===== config.mk =====
export PLATFORM = sky130hd
export DESIGN_NAME = num_format_conv
export DESIGN_NICKNAME = d
export VERILOG_FILES = /design/src/rtl/num_conv_pkg.sv /design/src/rtl/conv_digit.sv /design/src/rtl/num_format_conv.sv
export SDC_FILE = /design/constraint.sdc
export NUM_CORES = 1
export LEC_CHECK = 0
export CAP_MARGIN = 20
export CORE_MARGIN = 1.5
export CORE_UTILIZATION = 65
export DETAILED_ROUTE_END_ITERATION = 10
export DONT_BUFFER_PORTS = 1
export PLACE_DENSITY = 0.83
export SYNTH_ARGS = -nofsm -noshare
export SYNTH_HDL_FRONTEND = slang
export SYNTH_SLANG_ARGS = --single-unit

===== constraint.sdc =====
create_clock -name clk -period 2.6 [get_ports clk]
set_input_delay 0.52 -clock clk [delete_from_list [all_inputs] [get_ports clk]]
set_output_delay 0.52 -clock clk [all_outputs]
set_load 0.03 [all_outputs]

===== src/rtl/num_conv_pkg.sv =====
// Shared encodings for the bit-serial number-format converter: conversion modes,
// FSM states and the per-digit datapath operation.
package num_conv_pkg;

   localparam logic [1:0] MODE_SM2TC = 2'b00;
   localparam logic [1:0] MODE_TC2SM = 2'b01;
   localparam logic [1:0] MODE_OC2TC = 2'b10;
   localparam logic [1:0] MODE_TC2OC = 2'b11;

   localparam logic [1:0] ST_IDLE = 2'd0;
   localparam logic [1:0] ST_RUN  = 2'd1;
   localparam logic [1:0] ST_DONE = 2'd2;

   typedef enum logic [1:0] {
      S_IDLE = ST_IDLE,
      S_RUN  = ST_RUN,
      S_DONE = ST_DONE
   } state_t;

   typedef enum logic [1:0] {
      OP_PASS,
      OP_NEG,
      OP_INC,
      OP_DEC
   } op_t;

   // Positive words always pass through untouched, whatever the mode.
   function automatic op_t mode_op(input logic [1:0] mode, input logic sign);
      if (!sign) return OP_PASS;
      case (mode)
         MODE_SM2TC, MODE_TC2SM: return OP_NEG;
         MODE_OC2TC:             return OP_INC;
         default:                return OP_DEC;
      endcase
   endfunction

endpackage


===== src/rtl/conv_digit.sv =====
// One D-bit digit of the serial datapath: invert+add, add or subtract a carry/borrow.
// Purely combinational; c_top is the carry/borrow entering the digit's top bit.
module conv_digit
   import num_conv_pkg::*;
#(
   parameter int D = 1
) (
   input  op_t          op,
   input  logic [D-1:0] a,
   input  logic         cin,
   output logic [D-1:0] r,
   output logic         c_top,
   output logic         cout
);

   logic [D:0] ch;

   always_comb begin
      ch    = '0;
      r     = '0;
      ch[0] = cin;
      for (int i = 0; i < D; i++) begin
         case (op)
            OP_NEG: begin
               r[i]    = ~a[i] ^ ch[i];
               ch[i+1] = ~a[i] & ch[i];
            end
            OP_INC: begin
               r[i]    = a[i] ^ ch[i];
               ch[i+1] = a[i] & ch[i];
            end
            OP_DEC: begin
               r[i]    = a[i] ^ ch[i];
               ch[i+1] = ~a[i] & ch[i];
            end
            default: begin
               r[i]    = a[i];
               ch[i+1] = ch[i];
            end
         endcase
      end
   end

   assign c_top = ch[D-1];
   assign cout  = ch[D];

endmodule


===== src/rtl/num_format_conv.sv =====
// Serial SM/1C/2C converter, D bits per clock: result valid N/D edges after accept;
// one word in flight, in_ready low until the result is taken with out_ready.
module num_format_conv
   import num_conv_pkg::*;
#(
   parameter int N = 8,
   parameter int D = 1
) (
   input  logic         clk,
   input  logic         rst_n,
   input  logic         in_valid,
   output logic         in_ready,
   input  logic [N-1:0] in_data,
   input  logic [1:0]   in_mode,
   output logic         out_valid,
   input  logic         out_ready,
   output logic [N-1:0] out_data,
   output logic         out_ovf
);

   localparam int DIGITS = N / D;
   localparam int CW     = (DIGITS > 1) ? $clog2(DIGITS) : 1;
   localparam logic [N-1:0] NEG_ZERO = {1'b1, {(N-1){1'b0}}};

   state_t        state;
   logic [N-1:0]  sr;
   logic [1:0]    mode_q;
   logic          sign_q;
   logic          carry;
   logic [CW-1:0] cnt;

   op_t           op;
   logic [D-1:0]  dig_r;
   logic [D-1:0]  dig_fix;
   logic [N-1:0]  sr_next;
   logic          c_top;
   logic          cout;
   logic          last;
   logic          ovf_next;

   assign op   = mode_op(mode_q, sign_q);
   assign last = (cnt == CW'(DIGITS - 1));

   conv_digit #(.D(D)) u_digit (
      .op    (op),
      .a     (sr[D-1:0]),
      .cin   (carry),
      .r     (dig_r),
      .c_top (c_top),
      .cout  (cout)
   );

   // In the SM modes the sign bit is set directly; carry into it only flags an all-zero magnitude.
   always_comb begin
      dig_fix = dig_r;
      if (last && op == OP_NEG)
         dig_fix[D-1] = (mode_q == MODE_TC2SM) ? 1'b1 : ~c_top;
   end

   assign ovf_next = last && sign_q && c_top &&
                     (mode_q == MODE_TC2SM || mode_q == MODE_TC2OC);

   if (D == N) begin : g_full
      assign sr_next = dig_fix;
   end else begin : g_part
      assign sr_next = {dig_fix, sr[N-1:D]};
   end

   assign out_data = sr;

   always_ff @(posedge clk or negedge rst_n) begin
      if (!rst_n) begin
         state     <= S_IDLE;
         sr        <= '0;
         mode_q    <= '0;
         sign_q    <= 1'b0;
         carry     <= 1'b0;
         cnt       <= '0;
         out_ovf   <= 1'b0;
         out_valid <= 1'b0;
         in_ready  <= 1'b1;
      end else begin
         case (state)
            S_IDLE: begin
               if (in_valid) begin
                  sr       <= in_data;
                  mode_q   <= in_mode;
                  sign_q   <= in_data[N-1];
                  carry    <= 1'b1;
                  cnt      <= '0;
                  out_ovf  <= 1'b0;
                  in_ready <= 1'b0;
                  state    <= S_RUN;
               end
            end
            S_RUN: begin
               carry <= cout;
               cnt   <= cnt + CW'(1);
               // Unrepresentable results echo the input word, which the shifts have already consumed.
               sr    <= ovf_next ? NEG_ZERO : sr_next;
               if (last) begin
                  out_ovf   <= ovf_next;
                  out_valid <= 1'b1;
                  state     <= S_DONE;
               end
            end
            S_DONE: begin
               if (out_ready) begin
                  out_valid <= 1'b0;
                  in_ready  <= 1'b1;
                  state     <= S_IDLE;
               end
            end
            default: begin
               out_valid <= 1'b0;
               in_ready  <= 1'b1;
               state     <= S_IDLE;
            end
         endcase
      end
   end

endmodule


==> flow_summary.yaml, run 1 <==
critical_path:
  endpoint_kind: "register"
  path_max_fanout: 8
  worstPathRequired_ns: 2.82
  worstPathArrival_ns: 1.91
  path_delay_family: "adder cells"
  crit_type: "register to register"
  worst_path_most_repeated_cell: "ha_1"
  path_cells: "ha_1, ha_1, nand4_1, and2_4, o2111ai_1, a22o_1"
  slowest_delay_ns: 0.42
  slowest_stage: "dfrtp_1"
  critPathLaunchType: "register"
  cp_num_buf_inv: 0
clocking:
  clock_sinks: 20
  clkLatencyLatePin_ns: 0.31
  cts_made_buffers: 3
  cts_resized: 0
  cts_tree: "yes"
  clock-root-buffer: "clkbuf_4"
  cts_htree_levels: 1
  clkTransAtPathRegs_ns: 0.12
  cts_buffer_depth: 2
job:
  drv_cap: 0
global_routing:
  grt_pass1_wl_um: 3190
  gr-total-overflow: 0
  use_met1_pct: 32.8
  grt_pass1_vias: 701
  grt_max_degree: 20
  grt.total_usage_pct: 23.9
  grt_use_met2_pct: 34.8
  antenna_found_initial: 0
  grt_busiest_layer: "met2"
  grt_use_met3_pct: 5.53
timing:
  skew_ns: 0.00996
  hold_viol: 0
  slew_violations: 0
  hold_slack_ns: 0.0387
  fin_ws_ns: 0.911
  worstMarginPinSlew_ns: 0.844
  period_minus_slack_ns: 1.69
  period_share_pct: 65.0
  fin_setup_tns_ns: 0
  slew_headroom_pct: 43.6
  grt_setup_unrepaired: "false"
  setup_viol: 0
  fmax_mhz: 592
power:
  power_density_nw_per_um2: 1430
  peakVddDrop_mv: 0.810
  p_leak_nw: 0.448
  power_mw: 1.52
placement:
  dp_cells: 106
  routabilityCongestion: 0.765
  dp_hpwl_um: 1250
  port_buffers: 0
  place_area_um2: 1000
  post-place-ws_ns: 0.958
finish:
  n_antenna_cell: 0
  nets: 112
  final_core_util_pct: 71.4
  final_cells: 111
  finalInstanceArea_um2: 1060
  seq_area_um2: 502
  drive_gt1_share_pct: 15.8
  nFillCells: 102
  multi_input_area_um2: 472
  syn_to_final_growth_pct: 3.53
detailed_routing:
  firstDrtPassIters: 4
  vias: 704
  drc: 0
  wirelength_um: 1870
  wl_per_cell_um: 16.9
  viasPerCell: 6.34
  antenna_left: 0
  drt_iter0_markers: 17
yosys:
  synth_edf_count: 0
  synth-main-ff-cell: "dfrtp_1"
  syn_area_per_cell_um2: 10.7
  synth-async-reset-ratio_pct: 100
  synth_seq_cells: 20
  synth-seq-area-share_pct: 48.8
  synth_cells: 96
  syn_area_um2: 1030
  syn_nets: 112
  yosysUniqueCellTypes: 34
  synth-warning-count: 0
die:
  ios: 25
  dieWidth_um: 42.8
  row_count: 14
  start_util_pct: 69.0
  fp.dieH_um: 42.8
  die_area_um2: 1830
  core-area_um2: 1490
min_path:
  min_path_type: "input pin to asynchronous set/reset pin"
status:
  status: "finished clean"
[cells by family after synthesis]
logic type      Yosys count  share of synthesized area [%]
mux                       3                           3.17
compound gates           33                           24.1
flops                    20                           48.8
buf+inv                   8                           5.24
simple gates             29                           15.3
fa+ha+maj                 2                           2.44
xor+xnor                  1                          0.853
[report_power, final]
part           internal (mW)  leakage, nW  switching (mW)
clock network          0.156       0.0279           0.102
logic                  0.253        0.176           0.228
registers              0.459        0.243           0.323
total                  0.868        0.448           0.653
[state kept, by name, summed over array words and instances, names as in the netlist, 2 cells and up]
name / flops
cnt: 3
mode_q: 2
out_data: 8
state: 2
[path summary, 6_finish.rpt]
kind	slack [ns]	startpoint	cells past startpoint	endpoint
setup / recovery	0.91	cnt[0]	6	out_data[7]
hold / removal	0.04	rst_n	0	in_ready
setup reg to reg	0.91	cnt[0]	6	out_data[7]
hold reg to reg	0.49	cnt[0]	1	cnt[0]
max in group asynchronous	1.33	rst_n	1	mode_q[0]
min in group clk	0.34	in_data[7]	2	sign_q
[what timing repair did]
item / in CTS / in global routing
endpoints found under the setup margin: 0 / 0
buffers inserted: 0 / 0
endpoints found under the hold margin: 19 / 0
hold buffers: 1 / 0
[routing by layer]
layer  part of all wire (%)  up-vias
met4                    1.7        0
met5                      0        -
met1                     47      336
met3                    5.9        4
met2                     46       24
li1                       -      340
[synthesized netlist by cell type, types with 3 or more instances]
master     n  area [um2]
o21ai_0    7        35.0
buf_4      4        30.0
dfrtp_1   19         475
a22oi_1    5        37.5
nand2b_1   3        18.8
a21oi_1    3        15.0
o21ai_1    4        20.0
a22oi_2    3        37.5
nor2_1     7        26.3
a22o_1     4        35.0
nand2_1   10        37.5
[layout make-up]
type,instances,share of cell area (%)
multi-input combinational,68,44.4
inverter,2,0.706
timing repair buffer,1,0.941
sequential,20,47.2
clock inverter,1,2.82
clock buffer,3,2.12
tap,16,1.88
[cells in the final DEF (no fill, tap or decap), types with 2 or more instances in the layout]
cell	instances
a21oi_1	3
a22o_1	4
a22oi_1	5
a22oi_2	3
clkbuf_4	3
dfrtp_1	19
ha_1	2
inv_1	2
mux2_2	2
nand2_1	10
nand2b_1	3
nor2_1	7
nor2b_1	2
o21ai_0	7
o21ai_1	4
(Power assumes the default switching activity.)
==> inputs of run 2 (changes only) <==
- CORE_UTILIZATION: 65 -> 60
- PLACE_DENSITY: 0.83 -> 0.78
- clock period: 2.6 -> 1.7 ns (I/O delays scaled with it)
==> flow_summary.yaml, run 2 (synthesis gave the netlist of run 1 again) <==
power:
  peakVddDrop_mv: 1.14
  p_int_mw: 1.21
  clock_power_share_pct: 10.5
  p_comb_share_pct: 37.0
  p_sw_share_pct: 45.1
  switchingPower_mw: 0.994
  p_leak_nw: 0.442
  sequentialPowerShare_pct: 52.5
  power_density_nw_per_um2: 2090
critical_path:
  endpoint_kind: "register"
  critPathLaunchType: "register"
  reg2reg_slack_ns: 0.13
  slowest_delay_ns: 0.41
  path_cells: "ha_1, ha_2, nand4_1, and2_4, o2111ai_1, a22o_1"
  worstPathRequired_ns: 1.90
  crit_type: "register to register"
  worstPathArrival_ns: 1.78
  path_max_fanout: 8
  slowest_stage: "dfrtp_1"
global_routing:
  grt_pass1_vias: 696
  grt_pass1_wl_um: 3130
  gr-total-overflow: 0
  grt.total_usage_pct: 22.8
  grt_max_degree: 21
  antenna_found_initial: 0
finish:
  n_antenna_cell: 0
  largest_reg_flops: 8
  nets: 114
  layout_commonest_cell: "dfrtp_1"
  drive_gt1_share_pct: 17.5
  final_core_util_pct: 67.7
  final_cell_mix: "dfrtp_1, nand2_1, o21ai_0, nor2_1, a22oi_1"
  syn_to_final_growth_pct: 2.68
min_path:
  min_path_type: "input pin to register"
timing:
  slew_headroom_pct: 39.8
  fmax_mhz: 635
  period_share_pct: 92.6
  worstMarginPinSlew_ns: 0.899
  slew_violations: 0
  fin_ws_ns: 0.126
  setup_viol: 0
  fin_setup_tns_ns: 0
  grt_setup_unrepaired: "false"
  period_minus_slack_ns: 1.57
  hold_viol: 0
  skew_ns: 0.00510
placement:
  port_buffers: 0
  dp_hpwl_um: 1370
  routabilityCongestion: 0.757
  post-place-ws_ns: 0.0670
die:
  row_count: 14
  core-area_um2: 1560
  start_util_pct: 65.9
  fp.dieH_um: 44.4
  die_area_um2: 1970
  ios: 25
  dieWidth_um: 44.4
clocking:
  cts_buffer_depth: 2
  clock_sinks: 20
  cts_htree_levels: 1
  clkTransAtPathRegs_ns: 0.11
  cts_tree: "yes"
  clkLatencyLatePin_ns: 0.30
  cts_made_buffers: 3
  clock-root-buffer: "clkbuf_4"
job:
  drv_cap: 0
detailed_routing:
  drt_iter0_markers: 12
  vias: 716
  antenna_left: 0
  drc: 4
  viasPerCell: 6.34
  wl_per_cell_um: 16.4
  firstDrtPassIters: 7
  wirelength_um: 1860
status:
  failed_checks: "design-rule violations"
  status: "complete, but fails checks"
run 2: changes by cell type in the layout (fill, tap and decap cells not counted), sizes merged:
cell,change
bufinv,-1
clkbuf,+1
buf,+2
run 2: critical path, delay by kind of cell (launching register included):
kind	cells	cell delay, ns
AO/OA/AOI/OAI	2	0.32
adder cells (fa/ha/maj)	2	0.41
flip-flops	1	0.41
AND/OR/NAND/NOR	2	0.32
run 2: path summary, 6_finish.rpt:
check	to	cells past startpoint	startpoint
hold reg to reg	cnt[0]	1	cnt[0]
setup reg to reg	out_data[7]	6	cnt[0]
hold / removal	sign_q	2	in_data[7]
setup / recovery	out_data[7]	6	cnt[0]
max in group asynchronous	out_ovf	1	rst_n
min in group asynchronous	out_data[7]	1	rst_n
run 2: power groups by stage:
| stage | Sequential (mW) | Combinational (mW) | Clock, mW |
|---|---|---|---|
| 6_report | 1.16 | 0.814 | 0.231 |
| 4_1_cts | 1.16 | 0.819 | 0.238 |
| 2_1_floorplan | 1.08 | 0.765 | 0 |
| 3_5_place_dp | 1.17 | 0.802 | 0 |
| 3_3_place_gp | 1.16 | 0.776 | 0 |
| 5_1_grt | 1.20 | 0.915 | 0.253 |
run 2: metrics by stage:
step           instance area (um2)  std cells  power [mW]  hold WS [ns]
2_1_floorplan                 1030         96        1.85        0.0444
3_3_place_gp                  1020        108        1.93        0.0448
3_5_place_dp                  1020        108        1.97        0.0448
4_1_cts                       1050        113        2.21         0.156
5_1_grt                       1050        113        2.37         0.157
6_report                      1050        113        2.20         0.160
run 2: repair_timing:
| item | in CTS | in global routing |
|---|---|---|
| gates resized for setup | 0 | 1 |
| endpoints found under the hold margin | 20 | 0 |
| hold buffers | 1 | 0 |
| setup endpoints to repair | 0 | 1 |
| buffers inserted | 0 | 0 |
run 2: area by class of cell:
class	count	area (um2)
Timing Repair Buffer	3	25.0
Fill cell	123	504
Multi-Input combinational cell	68	474
Clock buffer	4	26.3
Sequential cell	20	502
Inverter	2	7.51
Tap cell	16	20.0
run 2: per-layer routing:
layer  GRT usage (%)  wire length [um]  vias to the layer above  part of all wire [%]
met4            12.7                40                        0                   2.2
li1                -                 -                      350                     -
met1            28.3               835                      351                    45
met5               0                 0                        -                     0
met2            35.9               912                       11                    49
met3            6.53                69                        4                   3.7
